--- src/rtl/output_conditioner_if.sv ---
// output_conditioner_if
// Groups the request/level/pulse signals that pass between a requester
// and the output conditioner.
//   rise_req, fall_req : single-cycle edge requests (requester -> conditioner)
//   pinout             : conditioned, registered output level
//   rising, falling    : one-cycle pulses marking a change of pinout
//   busy               : a dwell is in progress or a request is pending
//   dropped            : one-cycle pulse, a request was discarded
// The master modport is the requester side; the slave modport is the
// conditioner side.
interface output_conditioner_if;
   logic rise_req;
   logic fall_req;
   logic pinout;
   logic rising;
   logic falling;
   logic busy;
   logic dropped;

   modport master (
      output rise_req,
      output fall_req,
      input  pinout,
      input  rising,
      input  falling,
      input  busy,
      input  dropped
   );

   modport slave (
      input  rise_req,
      input  fall_req,
      output pinout,
      output rising,
      output falling,
      output busy,
      output dropped
   );
endinterface

--- src/rtl/output_conditioner.sv ---
// output_conditioner
// Transmit-side counterpart of the input conditioner. Takes single-cycle
// rise/fall requests and drives one glitch-free registered output that
// holds each level for at least waittime+1 clock cycles. A request that
// arrives while a level is still dwelling is parked in a one-deep pending
// slot; a request that is overwritten, or a simultaneous rise+fall, is
// reported on dropped.
// Ports:
//   clk     : system clock, all logic on the rising edge
//   reset_n : asynchronous active-low reset, clears every register
//   bus     : output_conditioner_if.slave (requests in, level/pulses out)
// Parameters:
//   counterwidth : width of the dwell counter
//   waittime     : dwell cycles loaded on each transition (1..2^counterwidth-1)
module output_conditioner #(
   parameter int counterwidth = 3,
   parameter int waittime     = 3
) (
   input  logic                  clk,
   input  logic                  reset_n,
   output_conditioner_if.slave   bus
);

   localparam logic [counterwidth-1:0] loadval = counterwidth'(waittime);

   logic                    pinout_q;
   logic [counterwidth-1:0] count;
   logic                    pend_valid;
   logic                    pend_level;
   logic                    rising_q;
   logic                    falling_q;
   logic                    dropped_q;

   logic                    pinout_n;
   logic [counterwidth-1:0] count_n;
   logic                    pend_valid_n;
   logic                    pend_level_n;
   logic                    rising_n;
   logic                    falling_n;
   logic                    dropped_n;

   logic                    req_valid;
   logic                    req_level;
   logic                    conflict;
   logic                    target_valid;
   logic                    target;

   // Request decode. Exactly one of rise/fall makes a valid request; both
   // at once is contradictory, so it is ignored and only reported.
   always_comb begin
      conflict  = bus.rise_req & bus.fall_req;
      req_valid = bus.rise_req ^ bus.fall_req;
      req_level = bus.rise_req;
   end

   // Next-state logic. With the counter at zero the output is free to move:
   // a fresh request beats the pending one (which is then reported as
   // dropped), otherwise the pending level is applied. A target equal to
   // the current level is a silent no-op. While the counter runs the output
   // is frozen and any request goes into the pending slot, newest wins.
   always_comb begin
      pinout_n     = pinout_q;
      count_n      = count;
      pend_valid_n = pend_valid;
      pend_level_n = pend_level;
      rising_n     = 1'b0;
      falling_n    = 1'b0;
      dropped_n    = conflict;
      target_valid = 1'b0;
      target       = pinout_q;

      if (count == '0) begin
         if (req_valid) begin
            target_valid = 1'b1;
            target       = req_level;
            if (pend_valid) begin
               dropped_n = 1'b1;
            end
         end else if (pend_valid) begin
            target_valid = 1'b1;
            target       = pend_level;
         end
         pend_valid_n = 1'b0;
         if (target_valid && (target != pinout_q)) begin
            pinout_n  = target;
            count_n   = loadval;
            rising_n  = target;
            falling_n = ~target;
         end
      end else begin
         count_n = count - 1'b1;
         if (req_valid) begin
            pend_level_n = req_level;
            pend_valid_n = 1'b1;
            if (pend_valid) begin
               dropped_n = 1'b1;
            end
         end
      end
   end

   // State register. Reset clears everything at once, including a dwell in
   // progress and any pending request, without producing any pulse.
   always_ff @(posedge clk or negedge reset_n) begin
      if (!reset_n) begin
         pinout_q   <= 1'b0;
         count      <= '0;
         pend_valid <= 1'b0;
         pend_level <= 1'b0;
         rising_q   <= 1'b0;
         falling_q  <= 1'b0;
         dropped_q  <= 1'b0;
      end else begin
         pinout_q   <= pinout_n;
         count      <= count_n;
         pend_valid <= pend_valid_n;
         pend_level <= pend_level_n;
         rising_q   <= rising_n;
         falling_q  <= falling_n;
         dropped_q  <= dropped_n;
      end
   end

   // Every output except busy comes straight from a flop; busy is a pure
   // function of flops so it cannot glitch on request inputs either.
   assign bus.pinout  = pinout_q;
   assign bus.rising  = rising_q;
   assign bus.falling = falling_q;
   assign bus.dropped = dropped_q;
   assign bus.busy    = (count != '0) | pend_valid;

endmodule

--- src/flat_wrapper.sv ---
// flat-port wrapper written by rule: the top's interface ports become plain ports
module output_conditioner_flat 
#(
   parameter int counterwidth = 3,
   parameter int waittime     = 3
)
  (clk, reset_n, bus_rise_req, bus_fall_req, bus_pinout, bus_rising, bus_falling, bus_busy, bus_dropped);
  output_conditioner_if bus_i ();
  input  logic clk;
  input  logic reset_n;
  input wire logic [$bits(bus_i.rise_req)-1:0] bus_rise_req;
  input wire logic [$bits(bus_i.fall_req)-1:0] bus_fall_req;
  output wire logic [$bits(bus_i.pinout)-1:0] bus_pinout;
  output wire logic [$bits(bus_i.rising)-1:0] bus_rising;
  output wire logic [$bits(bus_i.falling)-1:0] bus_falling;
  output wire logic [$bits(bus_i.busy)-1:0] bus_busy;
  output wire logic [$bits(bus_i.dropped)-1:0] bus_dropped;
  assign bus_i.rise_req = bus_rise_req;
  assign bus_i.fall_req = bus_fall_req;
  assign bus_pinout = bus_i.pinout;
  assign bus_rising = bus_i.rising;
  assign bus_falling = bus_i.falling;
  assign bus_busy = bus_i.busy;
  assign bus_dropped = bus_i.dropped;
  output_conditioner #(.counterwidth(counterwidth), .waittime(waittime)) u_core (.clk(clk), .reset_n(reset_n), .bus(bus_i));
endmodule
--- config.mk ---
export PLATFORM = sky130hd
export DESIGN_NAME = output_conditioner_flat
export DESIGN_NICKNAME = d
export VERILOG_FILES = /design/src/rtl/output_conditioner_if.sv /design/src/rtl/output_conditioner.sv /design/src/flat_wrapper.sv
export SDC_FILE = /design/constraint.sdc
export NUM_CORES = 1
export LEC_CHECK = 0
export CAP_MARGIN = 10
export CORE_AREA = 2 2 39 41
export CTS_CLUSTER_SIZE = 40
export DETAILED_ROUTE_END_ITERATION = 8
export DIE_AREA = 0 0 41 43
export PLACE_DENSITY = 0.69
export SETUP_SLACK_MARGIN = 0.02
export SLEW_MARGIN = 20
export SYNTH_ARGS = -nofsm -noshare
export SYNTH_HDL_FRONTEND = slang
export SYNTH_SLANG_ARGS = --single-unit
--- constraint.sdc ---
create_clock -name clk -period 4.04 [get_ports clk]
set_clock_uncertainty 0.2 [all_clocks]
set_input_delay 0.808 -clock clk [delete_from_list [all_inputs] [get_ports clk]]
set_output_delay 0.808 -clock clk [all_outputs]
set_load 0.05 [all_outputs]
# Word-level counts from Yosys, hierarchy flattened
# Cells that the tools add are included.
[totals] reg_bits=9 word_cells=37 inputBits=4 output_inout_bits=5
[classes] reduce_logical=6 n_bitwise=5 n_eq_ne=2 mux=16 add_sub_neg=1
[ops] op="1-bit 2-to-1 mux" n=14
[ops] op="3-bit 2-to-1 mux" n=2
[ops] op="2-bit AND reduction" n=2
[ops] op="3-bit zero test" n=1
[ops] op="3-bit nonzero test" n=1
[ops] op="3-bit by 1-bit subtractor with 3-bit output (second input constant)" n=1
[ops] op="2-bit inequality test (second input constant)" n=1
[ops] op="1-bit NOT" n=2
[ops] op="2-bit nonzero test" n=1
[ops] op="1-bit AND" n=1
[ops] op="1-bit logical AND" n=1
[ops] op="1-bit inequality test" n=1
[ops] op="1-bit OR" n=1
[ops] op="1-bit XOR" n=1

# Depth between registers and ports, before layout
[logic_depth] ltp_word=7 depth_mapped=5

# Worst setup path before layout
# OpenSTA, ideal clock, no wires.
[synth_path] kind="register to output" from="register u_core.count[0]" to="output port bus_busy" t_arrival_ns=1.252 required_ns=3.032 setup_slack_ns=1.780 stages_incl_launch_ff=5 cell_sequence="dfrtp_1 inv_1 ha_1 nor2b_1 nand2b_1"
[synth_via] elab_chain_cells=2
[synth_lines] element="start: declaration" line_no="output_conditioner.sv:27" source="logic [counterwidth-1:0] count;"
[synth_lines] element="start signal: assignment" line_no="output_conditioner.sv:115" source="count <= count_n;"
[synth_lines] element="3-bit nonzero test" line_no="output_conditioner.sv:130" source="assign bus.busy = (count != '0) | pend_valid;"
[synth_lines] element="1-bit OR" line_no="output_conditioner.sv:130"
[synth_lines] element="end: declaration" line_no="flat_wrapper.sv:16" source="output wire logic [$bits(bus_i.busy)-1:0] bus_busy;"
# Every way passes these cells.

# Worst setup path after layout
# Same ends and word-level chain as after synthesis.

==> tab_implementation.tex <==
\begin{tabular}{lr}
\hline
Metric & Value \\
\hline
\multicolumn{2}{l}{\textbf{Status}} \\
\quad Outcome & completed \\
\multicolumn{2}{l}{\textbf{Synth}} \\
\quad Area share of the largest cell type after synthesis & 48.9\% \\
\quad Dominant synthesized flop cell & sky130\_fd\_sc\_hd\_\_dfrtp\_1 \\
\quad Count of flip-flops with a built-in enable after synthesis & 0 \\
\quad Top area cells in the synthesized netlist & sky130\_fd\_sc\_hd\_\_dfrtp\_1 (49\%), sky130\_fd\_sc\_hd\_\_ha\_1 (8.2\%), sky130\_fd\_sc\_hd\_\_mux2i\_1 (4.3\%) \\
\quad Yosys Warn Count & 0 \\
\quad Most frequent cell after synthesis & sky130\_fd\_sc\_hd\_\_dfrtp\_1 \\
\quad Mean instance size in the synthesized netlist & 10.5 um\^{}2 \\
\quad Most frequent cells after synthesis & sky130\_fd\_sc\_hd\_\_dfrtp\_1 (9), sky130\_fd\_sc\_hd\_\_inv\_1 (4), sky130\_fd\_sc\_hd\_\_nor2\_1 (4) \\
\quad Cell Area, Synth & 460 um\^{}2 \\
\quad Number of distinct standard cells referenced by the synthesized netlist & 21 \\
\quad Async set or reset register ratio after synthesis & 100\% \\
\quad Net count after synthesis & 51 \\
\quad Gate count of the mapped netlist & 44 \\
\quad Yosys top cell by area & sky130\_fd\_sc\_hd\_\_dfrtp\_1 \\
\quad Sequential share of the synthesized area & 48.9\% \\
\quad Flip-flop and latch count after synthesis & 9 \\
\multicolumn{2}{l}{\textbf{Floorplan}} \\
\quad Starting density of the core & 33.3\% \\
\quad Die Span Y & 43 um \\
\quad Core Footprint & 1380 um\^{}2 \\
\quad Die Footprint & 1760 um\^{}2 \\
\quad Cell row count & 14 \\
\quad Die Span X & 41 um \\
\quad Number of top-level pins & 9 \\
\multicolumn{2}{l}{\textbf{Drt}} \\
\quad DRC errors left & 0 \\
\quad First-iteration detailed-routing DRC count & 7 \\
\quad Total wire length & 834 um \\
\quad TritonRoute pass-1 iters & 4 \\
\quad Post-detailed-route wirelength per cell & 11.7 um \\
\quad Via count normalized by instance count & 4.96 \\
\quad Detailed-route via count & 352 \\
\quad Detail Route Antenna Nets & 0 \\
\multicolumn{2}{l}{\textbf{Clocking}} \\
\quad Clock latency at the later pin of the worst-skew pair & 270 ps \\
\quad Level count of the clock H-tree & 1 \\
\quad Clock tree from TritonCTS & yes \\
\quad Number of clock sinks & 9 \\
\quad Clock slew at the register clock pins of the worst setup and hold paths & 60 ps \\
\quad Number of buffers added for setup after CTS & 0 \\
\quad Cts bufs inserted & 3 \\
\quad Hold-fix buffers, CTS & 0 \\
\quad Cell at the root of the clock tree & sky130\_fd\_sc\_hd\_\_clkbuf\_4 \\
\quad Gates resized, CTS repair & 0 \\
\quad Clock Path Buffers & 2 \\
\multicolumn{2}{l}{\textbf{Global route}} \\
\quad Antenna violations before repair & 0 \\
\quad Total routing resource utilization after global routing & 12.5\% \\
\quad Vias in the first global route & 319 \\
\quad Pin count of the biggest net entering global routing & 10 \\
\quad Total gr overflow & 0 \\
\quad First-pass GRT wire length & 1300 um \\
\multicolumn{2}{l}{\textbf{Worst setup path}} \\
\quad Startpoint of the lowest-slack register-to-register path & u\_core.count[0]\$\_DFFE\_PN0P\_ \\
\quad Crit path max fanout & 7 \\
\quad Library cell contributing the largest single delay on the critical path & sky130\_fd\_sc\_hd\_\_clkdlybuf4s50\_1 \\
\quad Nature of the critical path startpoint & flop \\
\quad Setup crit end kind & primary output \\
\quad Critical path type & reg -> out \\
\quad Length in cells of the worst reg-to-reg path & 5 \\
\quad Crit Reg-Reg Endpoint & u\_core.bus.pinout\$\_DFFE\_PN0P\_ \\
\quad Required time worst endpoint & 3030 ps \\
\quad Crit path arrival time & 2130 ps \\
\quad Register-to-Register Setup Slack & 2340 ps \\
\quad Delay of the slowest cell on the worst path & 710 ps \\
\quad Series of cell instances along the critical path & inv\_1 -> ha\_1 -> nor2b\_1 -> nand2b\_1 -> clkdlybuf4s50\_1 \\
\multicolumn{2}{l}{\textbf{Finish}} \\
\quad Antenna fix cells & 0 \\
\quad Share of layout cells above drive strength 1 & 9.09\% \\
\quad Number of non-filler instances in the completed layout & 71 \\
\quad Number of filler instances in the final layout & 141 \\
\quad Growth of design area from synthesis to finish & 26.4\% \\
\quad Final std cell area, no fill & 582 um\^{}2 \\
\quad Nets & 63 \\
\quad Final core utilization & 42.0\% \\
\multicolumn{2}{l}{\textbf{Hold path}} \\
\quad Hold Startpoint & u\_core.count[2]\$\_DFFE\_PN0P\_ \\
\quad Worst Hold End & u\_core.count[2]\$\_DFFE\_PN0P\_ \\
\quad Hold Path Class & reg -> reg \\
\quad Worst hold path stage count & 1 \\
\multicolumn{2}{l}{\textbf{Placement}} \\
\quad Post-DP HPWL & 611 um \\
\quad Final RePlAce weighted congestion & 0.717 \\
\quad Number of port buffers & 8 \\
\quad Placement-stage cell area & 556 um\^{}2 \\
\quad Post-Place Cells & 67 \\
\multicolumn{2}{l}{\textbf{Power and ir drop}} \\
\quad Peak supply drop & 203 uV \\
\quad Tot Pwr & 415 uW \\
\quad Standby leakage power & 0.000271 uW \\
\quad Power per Cell Area & 713 nW/um\^{}2 \\
\multicolumn{2}{l}{\textbf{STA}} \\
\quad Count of pins over their slew limit & 0 \\
\quad Fin crit period & 3140 ps \\
\quad Max Fclk & 319 MHz \\
\quad Tightest slew margin relative to the limit & 67.3\% \\
\quad Count of endpoints failing setup in the final report & 0 \\
\quad Setup repair after global routing missed its margin & false \\
\quad Final worst path period share & 77.7\% \\
\quad Worst Max-Slew Pin Slew & 490 ps \\
\quad Fin. Hold Viols & 0 \\
\quad Final TNS setup & 0 ps \\
\multicolumn{2}{l}{\textbf{Flow run}} \\
\quad Reported max-cap violation count & 0 \\
\hline
\end{tabular}
## layout make-up
| type | instances | area, um^2 | area share (%) |
|---|---|---|---|
| Clock buffer | 4 | 26.3 | 4.52 |
| Sequential cell | 9 | 225 | 38.7 |
| Multi-Input combinational cell | 30 | 215 | 37.0 |
| Timing Repair Buffer | 8 | 80.1 | 13.8 |
| Tap cell | 16 | 20.0 | 3.44 |
| Inverter | 4 | 15.0 | 2.58 |
## metrics by stage
stage	setup WS (ps)	hold WS [ps]
after detailed placement	1190	291
after global placement	1220	286
after CTS	885	299
after global routing	787	327
after floorplan	1780	264
final	902	293
## cells by family after synthesis
logic type                 share of synthesized area (%)
adders and majority gates                           8.15
and+or+nand+nor                                     15.5
muxes                                               4.35
buffers and inverters                               4.35
AOI/OAI and AO/OA                                   14.9
xor gates and xnor gates                            3.81
DFF                                                 48.9
## sequential cells by signal (all words and copies together), names as in the netlist
signal              count
u_core.count            3
u_core.bus.dropped      1
u_core.bus.falling      1
u_core.bus.pinout       1
u_core.bus.rising       1
u_core.pend_level       1
u_core.pend_valid       1
## critical path: cells and delay by family (launching register included)
kind	cells	cell delay [ps]
fa+ha+maj	1	190
buf+inv	2	810
flops	1	360
simple gates	2	500
## how the worst max path moves through the flow
stage | cells past startpoint | start | endpoint
3_5_place_dp | 5 | u_core.count[0]$_DFFE_PN0P_ | bus_busy
2_1_floorplan | 4 | u_core.count[0]$_DFFE_PN0P_ | bus_busy
3_3_place_gp | 5 | u_core.count[0]$_DFFE_PN0P_ | bus_busy
6_report | 5 | u_core.count[0]$_DFFE_PN0P_ | bus_busy
5_1_grt | 5 | u_core.count[0]$_DFFE_PN0P_ | bus_busy
4_1_cts | 5 | u_core.count[0]$_DFFE_PN0P_ | bus_busy
## report_power, final
part | switching, uW | leakage (uW) | internal [uW]
Combinational | 113 | 0.000147 | 78.4
Clock | 34.1 | 0.0000150 | 38.2
Sequential | 27.3 | 0.000109 | 124
Total | 175 | 0.000271 | 240
## cells in the final DEF (no fill, tap or decap)
| master | n |
|---|---|
| sky130_fd_sc_hd__clkbuf_4 | 3 |
| sky130_fd_sc_hd__a221oi_2 | 1 |
| sky130_fd_sc_hd__a21oi_1 | 1 |
| sky130_fd_sc_hd__nand3_1 | 1 |
| sky130_fd_sc_hd__o21ai_0 | 2 |
| sky130_fd_sc_hd__a22oi_1 | 1 |
| sky130_fd_sc_hd__o2bb2ai_1 | 1 |
| sky130_fd_sc_hd__nor2b_1 | 2 |
| sky130_fd_sc_hd__a31oi_1 | 1 |
| sky130_fd_sc_hd__nor3_1 | 1 |
| sky130_fd_sc_hd__a2bb2oi_1 | 1 |
| sky130_fd_sc_hd__a21o_1 | 1 |
| sky130_fd_sc_hd__and3_2 | 1 |
| sky130_fd_sc_hd__inv_1 | 4 |
| sky130_fd_sc_hd__xor2_1 | 2 |
| sky130_fd_sc_hd__nor2_1 | 4 |
| sky130_fd_sc_hd__clkbuf_1 | 1 |
| sky130_fd_sc_hd__ha_1 | 3 |
| sky130_fd_sc_hd__nand2_1 | 2 |
| sky130_fd_sc_hd__dfrtp_1 | 9 |
| sky130_fd_sc_hd__nand2b_1 | 3 |
| sky130_fd_sc_hd__clkdlybuf4s50_1 | 8 |
| sky130_fd_sc_hd__mux2i_1 | 2 |
## routing by layer
layer / GRT usage, % / vias up / part of all wire, %
li1: - / 172 / -
met1: 14.6 / 163 / 44
met2: 14.4 / 13 / 44
met3: 3.14 / 4 / 4.3
met4: 18.0 / 0 / 7.0
met5: 0 / - / 0
(Power assumes the default switching activity.)
